`config.mk`:
```
export PLATFORM = sky130hd
export DESIGN_NAME = word_or_reducer_arbiter_flat
export DESIGN_NICKNAME = d
export VERILOG_FILES = /design/src/rtl/word_or_reducer_arbiter_if.sv /design/src/rtl/word_or_reducer_arbiter.sv /design/src/flat_wrapper.sv
export SDC_FILE = /design/constraint.sdc
export NUM_CORES = 1
export LEC_CHECK = 0
export ABC_CLOCK_PERIOD_IN_PS = 16900
export CAP_MARGIN = 30
export CORE_AREA = 2 2 263 265
export CTS_CLUSTER_DIAMETER = 150
export DETAILED_ROUTE_END_ITERATION = 7
export DIE_AREA = 0 0 265 267
export SLEW_MARGIN = 20
export SYNTH_ARGS = -nofsm -noshare
export SYNTH_HDL_FRONTEND = slang
export SYNTH_SLANG_ARGS = --single-unit
```
`constraint.sdc`:
```
create_clock -name clock -period 16.9 [get_ports clock]
set_clock_uncertainty 0.2 [all_clocks]
set_input_delay 5.07 -clock clock [delete_from_list [all_inputs] [get_ports clock]]
set_output_delay 5.07 -clock clock [all_outputs]
set_load 0.005 [all_outputs]
```
`src/rtl/word_or_reducer_arbiter_if.sv`:
```
// ============================================================================
//  Module      : word_or_reducer_arbiter_if
//  Description : Requester-side and consumer-side signal bundle for the
//                word_or_reducer_arbiter. The master modport is the
//                environment (requesters plus consumer); the slave modport
//                is the arbiter.
//  Revision    : 1.0  initial release
// ============================================================================
`default_nettype none

interface word_or_reducer_arbiter_if #(
    parameter int WORD_WIDTH = 36,
    parameter int WORD_COUNT = 16
);
    logic [WORD_COUNT-1:0]            req_valid;
    logic [WORD_WIDTH*WORD_COUNT-1:0] req_data;
    logic [WORD_COUNT-1:0]            req_lock;
    logic [WORD_COUNT-1:0]            req_ready;
    logic                             out_valid;
    logic                             out_ready;
    logic [WORD_WIDTH-1:0]            out_data;
    logic [WORD_COUNT-1:0]            out_grant;

    modport master (
        output req_valid, req_data, req_lock, out_ready,
        input  req_ready, out_valid, out_data, out_grant
    );

    modport slave (
        input  req_valid, req_data, req_lock, out_ready,
        output req_ready, out_valid, out_data, out_grant
    );
endinterface

`default_nettype wire

```
`src/rtl/word_or_reducer_arbiter.sv`:
```
// ============================================================================
//  Module      : word_or_reducer_arbiter
//  Description : Round-robin arbiter sharing one word OR-reducer between
//                WORD_COUNT requesters, with a one-entry valid/ready output
//                register. Optional lock feature: define ARBITER_LOCK_EN.
//  Revision    : 1.0  initial release
// ============================================================================
`default_nettype none

// OR-reduces WORD_COUNT packed words into one word.
module word_or_reducer #(
    parameter int WORD_WIDTH = 36,
    parameter int WORD_COUNT = 16
) (
    input  wire  [WORD_WIDTH*WORD_COUNT-1:0] i_words,
    output logic [WORD_WIDTH-1:0]            o_word
);
    // Bitwise OR of every word slice
    always_comb begin
        o_word = '0;
        for (int i = 0; i < WORD_COUNT; i++) begin
            o_word = o_word | i_words[i*WORD_WIDTH +: WORD_WIDTH];
        end
    end
endmodule

module word_or_reducer_arbiter #(
    parameter int WORD_WIDTH = 36,
    parameter int WORD_COUNT = 16
) (
    input wire                          clock,
    input wire                          clear,
    word_or_reducer_arbiter_if.slave    bus
);
    localparam int PTR_W = (WORD_COUNT > 1) ? $clog2(WORD_COUNT) : 1;
    localparam logic [PTR_W-1:0] c_LAST = PTR_W'(WORD_COUNT - 1);

    localparam logic [0:0] S_EMPTY = 1'b0;
    localparam logic [0:0] S_FULL  = 1'b1;

    logic [0:0]                      r_state;
    logic [0:0]                      w_state_next;
    logic [PTR_W-1:0]                r_ptr;
    logic [WORD_WIDTH-1:0]           r_data;
    logic [WORD_COUNT-1:0]           r_grant;

    logic                            w_rr_found;
    logic [PTR_W-1:0]                w_rr_winner;
    logic                            w_found;
    logic [PTR_W-1:0]                w_winner;
    logic                            w_load;
    logic                            w_xfer;
    logic                            w_advance;
    logic [WORD_COUNT-1:0]           w_ready;
    logic [WORD_WIDTH*WORD_COUNT-1:0] w_gated;
    logic [WORD_WIDTH-1:0]           w_reduced;

    // Round-robin search: first valid requester starting at the pointer
    always_comb begin
        w_rr_found  = 1'b0;
        w_rr_winner = '0;
        for (int k = 0; k < WORD_COUNT; k++) begin
            if (!w_rr_found && bus.req_valid[(int'(r_ptr) + k) % WORD_COUNT]) begin
                w_rr_found  = 1'b1;
                w_rr_winner = PTR_W'((int'(r_ptr) + k) % WORD_COUNT);
            end
        end
    end

`ifdef ARBITER_LOCK_EN
    logic             r_locked;
    logic [PTR_W-1:0] r_owner;

    // While locked only the owner may win; an idle owner still blocks others
    always_comb begin
        if (r_locked) begin
            w_found  = bus.req_valid[r_owner];
            w_winner = r_owner;
        end else begin
            w_found  = w_rr_found;
            w_winner = w_rr_winner;
        end
    end

    // A locking transfer keeps the pointer parked on the owner
    assign w_advance = w_xfer & ~bus.req_lock[w_winner];

    // Lock ownership tracking
    always_ff @(posedge clock) begin
        if (clear) begin
            r_locked <= 1'b0;
            r_owner  <= '0;
        end else if (w_xfer) begin
            r_locked <= bus.req_lock[w_winner];
            r_owner  <= w_winner;
        end
    end
`else
    logic w_unused_lock;
    assign w_unused_lock = ^bus.req_lock;

    // Pure round-robin selection
    always_comb begin
        w_found  = w_rr_found;
        w_winner = w_rr_winner;
    end

    assign w_advance = w_xfer;
`endif

    // Output register may take a new word when empty or being drained
    assign w_load        = (r_state == S_EMPTY) | bus.out_ready;
    assign w_ready       = (w_found & w_load & ~clear) ? (WORD_COUNT'(1) << w_winner) : '0;
    assign w_xfer        = |w_ready;
    assign bus.req_ready = w_ready;

    generate
        for (genvar i = 0; i < WORD_COUNT; i++) begin : g_gate
            assign w_gated[i*WORD_WIDTH +: WORD_WIDTH] =
                bus.req_data[i*WORD_WIDTH +: WORD_WIDTH] & {WORD_WIDTH{w_ready[i]}};
        end
    endgenerate

    word_or_reducer #(
        .WORD_WIDTH (WORD_WIDTH),
        .WORD_COUNT (WORD_COUNT)
    ) u_reducer (
        .i_words (w_gated),
        .o_word  (w_reduced)
    );

    // State register
    always_ff @(posedge clock) begin
        if (clear) begin
            r_state <= S_EMPTY;
        end else begin
            r_state <= w_state_next;
        end
    end

    // Next-state: fill on a transfer, drain when consumed with nothing new
    always_comb begin
        w_state_next = r_state;
        case (r_state)
            S_EMPTY: if (w_xfer) w_state_next = S_FULL;
            S_FULL:  if (bus.out_ready && !w_xfer) w_state_next = S_EMPTY;
            default: w_state_next = S_EMPTY;
        endcase
    end

    // Output decode
    always_comb begin
        bus.out_valid = (r_state == S_FULL);
        bus.out_data  = r_data;
        bus.out_grant = r_grant;
    end

    // Output word/grant capture; loading with no winner zeroes both
    always_ff @(posedge clock) begin
        if (clear) begin
            r_data  <= '0;
            r_grant <= '0;
        end else if (w_load) begin
            r_data  <= w_reduced;
            r_grant <= w_ready;
        end
    end

    // Priority pointer moves to one past the winner on each transfer
    always_ff @(posedge clock) begin
        if (clear) begin
            r_ptr <= '0;
        end else if (w_advance) begin
            r_ptr <= (w_winner == c_LAST) ? '0 : w_winner + PTR_W'(1);
        end
    end
endmodule

`default_nettype wire

```
`src/flat_wrapper.sv`:
```
// flat-port wrapper written by rule: the top's interface ports become plain ports
module word_or_reducer_arbiter_flat 
#(
    parameter int WORD_WIDTH = 36,
    parameter int WORD_COUNT = 16
)
  (clock, clear, bus_req_valid, bus_req_data, bus_req_lock, bus_out_ready, bus_req_ready, bus_out_valid, bus_out_data, bus_out_grant);
  word_or_reducer_arbiter_if #(.WORD_WIDTH(WORD_WIDTH), .WORD_COUNT(WORD_COUNT)) bus_i ();
  input wire clock;
  input wire clear;
  input wire logic [$bits(bus_i.req_valid)-1:0] bus_req_valid;
  input wire logic [$bits(bus_i.req_data)-1:0] bus_req_data;
  input wire logic [$bits(bus_i.req_lock)-1:0] bus_req_lock;
  input wire logic [$bits(bus_i.out_ready)-1:0] bus_out_ready;
  output wire logic [$bits(bus_i.req_ready)-1:0] bus_req_ready;
  output wire logic [$bits(bus_i.out_valid)-1:0] bus_out_valid;
  output wire logic [$bits(bus_i.out_data)-1:0] bus_out_data;
  output wire logic [$bits(bus_i.out_grant)-1:0] bus_out_grant;
  assign bus_i.req_valid = bus_req_valid;
  assign bus_i.req_data = bus_req_data;
  assign bus_i.req_lock = bus_req_lock;
  assign bus_i.out_ready = bus_out_ready;
  assign bus_req_ready = bus_i.req_ready;
  assign bus_out_valid = bus_i.out_valid;
  assign bus_out_data = bus_i.out_data;
  assign bus_out_grant = bus_i.out_grant;
  word_or_reducer_arbiter #(.WORD_WIDTH(WORD_WIDTH), .WORD_COUNT(WORD_COUNT)) u_core (.clock(clock), .clear(clear), .bus(bus_i));
endmodule
```
==> impl_metrics.toml, run 1 <==
[power]
leakage_nw = 5.64
netSwitchingFraction = 0.562
combinationalPowerShare = 0.838
power.share.sequential = 0.079
switchingPower_w = 0.00140
internal-power_w = 0.00109
vdd.ir_drop.worst_v = 0.000117
power_frac_clock = 0.083
power.density_nw_per_um2 = 148

[clocking]
cts_buffer_depth = 2
cts_root_buf = "clkbuf_16"
clk_latency_ns = 0.38
cts_setup_buffers = 0
numCtsBuffers = 9
cts.hold.buffers_added = 0
cts_tree = "done"
cts_resized = 0
htree_num_levels = 3
path_clk_slew_ns = 0.07
cts_sinks = 57

[synth]
syn_nets = 1737
syn-cell-area_sq_um = 8830
syn_inst = 1114
synthArstFlopShare = 0
yosysWarnings = 0
synth_area_leader_cell = "dfxtp_1"
synth_top_area_frac = 0.129
yosys-top-cells-area = "dfxtp_1 (13%), mux4_2 (7.9%), mux2i_1 (6.4%)"
seq_area_frac_synth = 0.129
synth_edf_count = 0
synth_top_flop_cell = "dfxtp_1"
postSynthAreaPerCell_sq_um = 7.92
ys_types = 85
ys_ff_latch = 57

[detailed_routing]
vias = 13800
post-route-drc-count = 0
totalWireLength_mm = 93.2
drtAntennaViolNets = 0
drt_iter0_drc = 1449
viasPerCell = 5.23
wire_per_inst_um = 35.4
drt-pass1-iter-count = 6

[final_layout]
mostFrequentLayoutCells = "clkdlybuf4s50_1 (662), nand2_1 (113), nor2_1 (98)"
final_common_cell = "clkdlybuf4s50_1"
final_nets = 2351
drive_gt1_frac = 0.0992
area_growth_pct = 90.7

[floorplan]
die_y_um = 267
coreArea_sq_um = 68000
dieArea_sq_um = 70800
rows = 96
io-pin-count = 680
die_w_um = 265
start_util = 0.130

[placed_design]
gp_congestion = 0.928
hpwlAfterDp_mm = 75.7
numPortBuffers = 663

[global_routing]
grt_overflow = 0
grt_usage = 0.252
grt_max_degree = 58
grt_pass1_vias = 13500
grt_antenna_before_repair = 70
grt_pass1_wl_mm = 120

[sta]
hold_slack_ns = 0.298
fmax_mhz = 62.3
hold_viol_final = 0
final.period_utilization = 0.950
tightest_slew_ns = 0.951
setup_viol = 0
min_period_ns = 16.06
finalSetupTns_ns = 0
rsz0062_at_grt = "false"
final_max_slew_viol_count = 0
slew_headroom = 0.366

[critical_path]
path_cells = "clkdlybuf4s50_1 -> mux4_2 -> mux2i_1 -> mux2i_1 -> or2_1 -> or4_4 -> a21oi_1 -> nor3_1 -> o31ai_1 -> a32oi_1 -> inv_1 -> ha_1 -> buf_4 -> nor4b_4 -> and2_1 -> clkdlybuf4s50_1"
cp_max_fo = 9
arrival_ns = 10.79
rrSetupSlack_ns = 8.33
critPathTopFamily = "simple AND/OR/NAND/NOR gates"
r2r-start = "u_core.r_ptr[1]"
crit_path_end_kind = "primary output"
critPathMaxStageDelay_ns = 0.68
crit_buf_inv = 4
crit_start = "bus_req_valid[15]"
critPathSlowestCell = "nor4b_4"
crit_path_start_kind = "input port"
required_ns = 11.63
criticalPathCategory = "in -> out"

[outcome]
outcome = "complete, no violations"

[worst_hold_path]
hp-start = "u_core.bus.out_grant[6]"
hp-class = "reg -> reg"

[run]
drv_cap = 0
[cells by family (layout without fill, tap and decap cells)]
| group | count (synthesis) | after routing | synth area share |
|---|---|---|---|
| mux | 130 | 130 | 0.200 |
| xor+xnor | 11 | 11 | 0.0109 |
| simple gates | 340 | 340 | 0.187 |
| flops | 57 | 57 | 0.129 |
| fa+ha+maj | 12 | 12 | 0.0170 |
| compound gates | 440 | 440 | 0.384 |
| buf+inv | 124 | 743 | 0.0722 |
| other cells | 0 | 18 | 0 |
[tightest hold or removal path: stages, from the launching register on]
cell,delay [ns]
dfxtp_1,0.33
a21oi_1,0.06
nor2_1,0.07
[cells in the mapped netlist, drive strengths merged, types with 6 or more instances]
library cell	number
a222oi	31
and3	11
inv	12
o21ai	27
ha	12
a22o	31
nand2	115
mux2	41
a22oi	56
mux2i	58
a21o	8
mux4	31
nor2	98
a221oi	63
a21oi	77
nor3	18
a221o	13
o31a	7
a311oi	21
and2	10
a31oi	16
buf	68
o21bai	9
clkbuf	42
xnor2	8
a41oi	6
o2bb2ai	6
a211oi	7
dfxtp	57
nand3	53
o211ai	8
[layout make-up]
| cell class | instances | area, sq um |
|---|---|---|
| Tap cell | 882 | 1100 |
| Fill cell | 7311 | 51200 |
| Clock buffer | 10 | 229 |
| Multi-Input combinational cell | 933 | 7170 |
| Timing Repair Buffer | 713 | 7010 |
| Clock inverter | 6 | 68.8 |
| Sequential cell | 57 | 1140 |
| Antenna cell | 18 | 45.0 |
| Inverter | 14 | 55.1 |
[power by group through the flow]
stage / logic, W / registers (W) / clock network, W
3_3_place_gp: 0.00204 / 0.000195 / 0
2_1_floorplan: 0.00115 / 0.000197 / 0
3_5_place_dp: 0.00205 / 0.000197 / 0
5_1_grt: 0.00219 / 0.000198 / 0.000216
6_report: 0.00208 / 0.000195 / 0.000206
4_1_cts: 0.00206 / 0.000194 / 0.000213
[metrics by stage]
step	instances	area, sq um	utilization	worst slack, ns	total power (W)
after floorplan	1114	8830	-	2.83	0.00134
after global placement	2596	16500	0.242	0.909	0.00223
after detailed placement	2598	16500	0.242	0.871	0.00225
after CTS	2614	16800	0.247	0.843	0.00247
after global routing	2629	16800	0.247	0.451	0.00261
final	2633	16800	0.248	0.840	0.00248
[path summary, 6_finish.rpt]
check | to | cells after the start
worst max-delay path | bus_req_ready[12] | 16
worst max register to register | u_core.bus.out_data[11] | 21
worst min register to register | u_core.bus.out_grant[6] | 2
worst min-delay path | u_core.bus.out_grant[6] | 2
[flip-flops by register name, indices dropped and copies added, names as in the netlist]
| name | cells |
|---|---|
| u_core.bus.out_data | 36 |
| u_core.r_ptr | 4 |
| u_core.bus.out_valid | 1 |
| u_core.bus.out_grant | 16 |
[metal layers]
layer | global-route usage | part of all wire | vias to the layer above
met4 | 0.111 | 0.047 | 44
li1 | - | - | 5763
met2 | 0.396 | 0.44 | 1075
met3 | 0.0925 | 0.12 | 247
met1 | 0.308 | 0.39 | 6646
met5 | 0 | 0.0028 | -
(Power assumes the default switching activity.)
==> inputs of run 2 (changes only) <==
ABC_CLOCK_PERIOD_IN_PS = 20300   (was 16900)
clock period = 20.3 ns   (was 16.9 ns; I/O delays follow)
==> run 2 against run 1 <==
Critical path depth decreased by 2. Worst hold slack lost 0.010 ns. Die area stayed put. Global-route usage rose by 0.15 points. Final cell count hardly changed. Setup slack better by 1.1 ns. Count of clock-buffer cells in the layout fell by 1. Core utilization about the same. Largest cell class unchanged. Largest power group unchanged. Highest routed layer unchanged.
==> impl_metrics.toml, run 2 (synthesis results as in run 1) <==
[detailed_routing]
drtAntennaViolNets = 0
drt-pass1-iter-count = 7
post-route-drc-count = 0
viasPerCell = 5.24
drt_iter0_drc = 1470
wire_per_inst_um = 35.7
totalWireLength_mm = 94.0
vias = 13800

[sta]
finalSetupTns_ns = 0
fmax_mhz = 54.5
final.period_utilization = 0.903
hold_viol_final = 0
final_max_slew_viol_count = 0
tightest_slew_ns = 1.06
min_period_ns = 18.33
rsz0062_at_grt = "false"
slew_headroom = 0.291
setup_viol = 0

[critical_path]
required_ns = 14.01
cp_max_fo = 9
criticalPathCategory = "in -> out"
crit_path_start_kind = "input port"
arrival_ns = 12.04
rrSetupSlack_ns = 11.96
crit_path_end_kind = "primary output"

[final_layout]
fin_cells = 2634
final_nets = 2349
fin_util = 0.248
area_growth_pct = 90.8
largest_reg_flops = 36
fillers = 7415
final_common_cell = "clkdlybuf4s50_1"
mostFrequentLayoutCells = "clkdlybuf4s50_1 (662), nand2_1 (113), nor2_1 (98)"
drive_gt1_frac = 0.0988

[clocking]
cts_buffer_depth = 2
cts_root_buf = "clkbuf_16"
cts_setup_buffers = 0
cts_tree = "done"
cts_resized = 0
cts_sinks = 57
numCtsBuffers = 9
path_clk_slew_ns = 0.07
htree_num_levels = 3
cts.hold.buffers_added = 0
clk_latency_ns = 0.38

[power]
leakage_nw = 5.64
power.density_nw_per_um2 = 122
vdd.ir_drop.worst_v = 0.0000601

[global_routing]
grt_max_degree = 57
grt_overflow = 0
grt_usage = 0.254
grt_pass1_wl_mm = 121
grt_antenna_before_repair = 70
grt_pass1_vias = 13600

[run]
drv_cap = 0

[placed_design]
dp_cells = 2596
numPortBuffers = 663
hpwlAfterDp_mm = 76.0
gp_congestion = 0.923

[floorplan]
coreArea_sq_um = 68000
die_y_um = 267
dieArea_sq_um = 70800
start_util = 0.130
io-pin-count = 680
die_w_um = 265
rows = 96

[worst_hold_path]
hp-class = "reg -> reg"

[outcome]
outcome = "complete, no violations"
[run 2: power by group]
part | total (W) | switching, W | internal [W]
registers | 0.000162 | 0.0000168 | 0.000146
clock network | 0.000175 | 0.0000786 | 0.0000962
logic | 0.00172 | 0.00107 | 0.000657
total | 0.00206 | 0.00116 | 0.000899
[run 2: cell type report]
cell class | instances | area (sq um) | share of cell area
clock inverters | 7 | 77.6 | 0.00461
repair buffers | 711 | 7020 | 0.417
well taps | 882 | 1100 | 0.0655
flip-flops and latches | 57 | 1140 | 0.0678
diodes | 21 | 52.6 | 0.00312
inverters | 14 | 55.1 | 0.00327
clock buffers | 9 | 225 | 0.0134
multi-input cells | 933 | 7170 | 0.426
[run 2: worst paths after layout]
check | from | to | depth (start not counted)
max | bus_req_valid[10] | bus_req_ready[14] | 14
min | u_core.bus.out_grant[5] | u_core.bus.out_grant[5] | 2
max reg2reg | u_core.r_ptr[1] | u_core.bus.out_data[11] | 21
min reg2reg | u_core.bus.out_grant[5] | u_core.bus.out_grant[5] | 2
[run 2: layer usage]
metal | up-vias | routed length (um) | GRT usage
met1 | 6732 | 37300 | 0.302
met5 | - | 291 | 0
li1 | 5768 | - | -
met4 | 46 | 4840 | 0.122
met3 | 253 | 10200 | 0.0997
met2 | 1012 | 41400 | 0.398
[run 2: through the flow]
step	area, sq um	setup slack [ns]	hold WS, ns	total power [W]
CTS	16800	1.92	0.295	0.00206
detailed placement	16500	1.96	0.277	0.00187
global placement	16400	1.91	0.269	0.00186
finish	16800	1.97	0.288	0.00206
global route	16800	1.60	0.315	0.00217
floorplan	8830	4.19	0.280	0.00112
[run 2: critical path, stage by stage]
cell	delay, ns
clkdlybuf4s50_1	0.64
mux4_2	0.57
mux2_2	0.32
mux2i_4	0.34
nor3b_4	0.35
nor4b_4	0.34
nand3_1	0.25
nor2_1	0.39
nand3_1	0.14
a32oi_1	0.42
ha_1	0.45
nor4b_4	0.27
and2_1	0.80
clkdlybuf4s50_1	0.66
==> inputs of run 3 (changes only) <==
==> constraint.sdc (replaced) <==
create_clock -name clock -period 20.3 [get_ports clock]
set_clock_uncertainty 0.2 [all_clocks]
set_input_delay 4.06 -clock clock [delete_from_list [all_inputs] [get_ports clock]]
set_output_delay 4.06 -clock clock [all_outputs]
set_load 0.005 [all_outputs]
==> run 3 against run 2 <==
Routed wire length rose by 0.16%. Count of clock-buffer cells in the layout rose by 1. Power fell by 1.0%. Core utilization fell by 0.092 points. Sequential power barely moved. Final cell count fell by 0.19%. Sequential cell count did not move. Critical path depth rose by 2. Sequential share of layout area barely moved. Maximum frequency rose by 24%. Via count fell by 0.17%. Setup slack improved by 3.6 ns.
==> impl_metrics.toml, run 3 (synthesis results as in run 1) <==
[outcome]
outcome = "complete, no violations"

[critical_path]
required_ns = 16.04
criticalPathCategory = "in -> out"
crit_path_end_kind = "primary output"
crit_buf_inv = 4
path_cells = "clkdlybuf4s50_1 -> mux4_2 -> mux2i_1 -> mux2i_1 -> or2_1 -> or4_4 -> a21oi_1 -> nor3_1 -> o31ai_1 -> a32oi_1 -> inv_1 -> ha_1 -> nand3_2 -> nor3_4 -> buf_4 -> clkdlybuf4s50_1"
critPathMaxStageDelay_ns = 0.90
cp_max_fo = 9
critPathTopFamily = "simple AND/OR/NAND/NOR gates"
arrival_ns = 10.52
critPathSlowestCell = "nor3_4"
crit_path_start_kind = "input port"

[power]
vdd.ir_drop.worst_v = 0.0000720
internal-power_w = 0.000888
switchingPower_w = 0.00115
leakage_nw = 5.60
netSwitchingFraction = 0.565
power.share.sequential = 0.079
combinationalPowerShare = 0.837
power.density_nw_per_um2 = 122
power_frac_clock = 0.083

[sta]
hold_slack_ns = 0.295
fmax_mhz = 67.7
rsz0062_at_grt = "false"
final_max_slew_viol_count = 0
min_period_ns = 14.78
tightest_slew_ns = 1.01
hold_viol_final = 0
finalSetupTns_ns = 0
final.period_utilization = 0.728
setup_viol = 0
slew_headroom = 0.326

[detailed_routing]
drtAntennaViolNets = 0
post-route-drc-count = 0
wire_per_inst_um = 35.8
totalWireLength_mm = 94.2
drt-pass1-iter-count = 8
drt_iter0_drc = 1556
viasPerCell = 5.24
vias = 13800

[placed_design]
numPortBuffers = 663
dp_cells = 2591
gp_congestion = 0.923
hpwlAfterDp_mm = 75.3

[clocking]
cts_root_buf = "clkbuf_16"
cts.hold.buffers_added = 0
cts_buffer_depth = 2
htree_num_levels = 3
cts_tree = "done"
cts_resized = 0
path_clk_slew_ns = 0.05
clk_latency_ns = 0.38
cts_setup_buffers = 0
cts_sinks = 57
numCtsBuffers = 9

[global_routing]
grt_antenna_before_repair = 71
grt_pass1_vias = 13600
grt_overflow = 0
grt_max_degree = 58
grt_pass1_wl_mm = 122
grt_usage = 0.255

[final_layout]
final_nets = 2344
area_growth_pct = 90.1
mostFrequentLayoutCells = "clkdlybuf4s50_1 (662), nand2_1 (113), nor2_1 (98)"
fin_cells = 2629
drive_gt1_frac = 0.0962
largest_reg_flops = 36
fillers = 7357
final_common_cell = "clkdlybuf4s50_1"

[floorplan]
io-pin-count = 680
start_util = 0.130
coreArea_sq_um = 68000
dieArea_sq_um = 70800
die_y_um = 267
die_w_um = 265
rows = 96

[worst_hold_path]
hp-class = "reg -> reg"

[run]
drv_cap = 0
run 3: cell count changes in the layout (fill, tap and decap cells not counted), sizes merged:
cell      change
buf           -4
clkinv        -1
clkinvlp      +1
inv           -1
run 3: worst paths after layout:
path / startpoint / to / slack (ns) / cells after the start
setup / recovery: bus_req_valid[9] / bus_req_ready[0] / 5.52 / 16
hold / removal: u_core.bus.out_data[4] / u_core.bus.out_data[4] / 0.30 / 2
setup reg to reg: u_core.r_ptr[1] / u_core.bus.out_data[22] / 11.66 / 22
hold reg to reg: u_core.bus.out_data[4] / u_core.bus.out_data[4] / 0.30 / 2
run 3: final cells by class:
cell class	count	area, sq um	share of cell area
flip-flops and latches	57	1140	0.0680
inverters	14	55.1	0.00328
well taps	882	1100	0.0658
clock inverters	6	67.6	0.00403
diodes	21	52.6	0.00313
repair buffers	706	6950	0.414
multi-input cells	933	7180	0.428
clock buffers	10	229	0.0136
run 3: per-layer routing:
metal / global-route usage / routed length [um] / up-vias
met2: 0.402 / 42100 / 1044
met1: 0.306 / 37300 / 6697
met5: 0 / 345 / -
met3: 0.105 / 10700 / 234
li1: - / - / 5761
met4: 0.107 / 3730 / 52
run 3: power groups by stage:
stage               logic, W  registers [W]  clock network [W]
floorplan           0.000953       0.000164                  0
global placement     0.00169       0.000162                  0
detailed placement   0.00170       0.000163                  0
CTS                  0.00171       0.000161           0.000175
global route         0.00181       0.000164           0.000178
finish               0.00171       0.000162           0.000170
run 3: tightest hold or removal path: stages, from the launching register on:
cell and delay, ns:
dfxtp_1 0.30, nor2_1 0.09, a311oi_1 0.05
run 3: through the flow:
stage                     total power (W)   util  worst slack (ns)  cell area [sq um]
after floorplan                   0.00112      -              8.25               8830
after global placement            0.00185  0.241              5.58              16400
after detailed placement          0.00186  0.242              5.58              16400
after CTS                         0.00204  0.246              5.53              16700
after global routing              0.00215  0.247              5.16              16800
final                             0.00204  0.247              5.52              16800
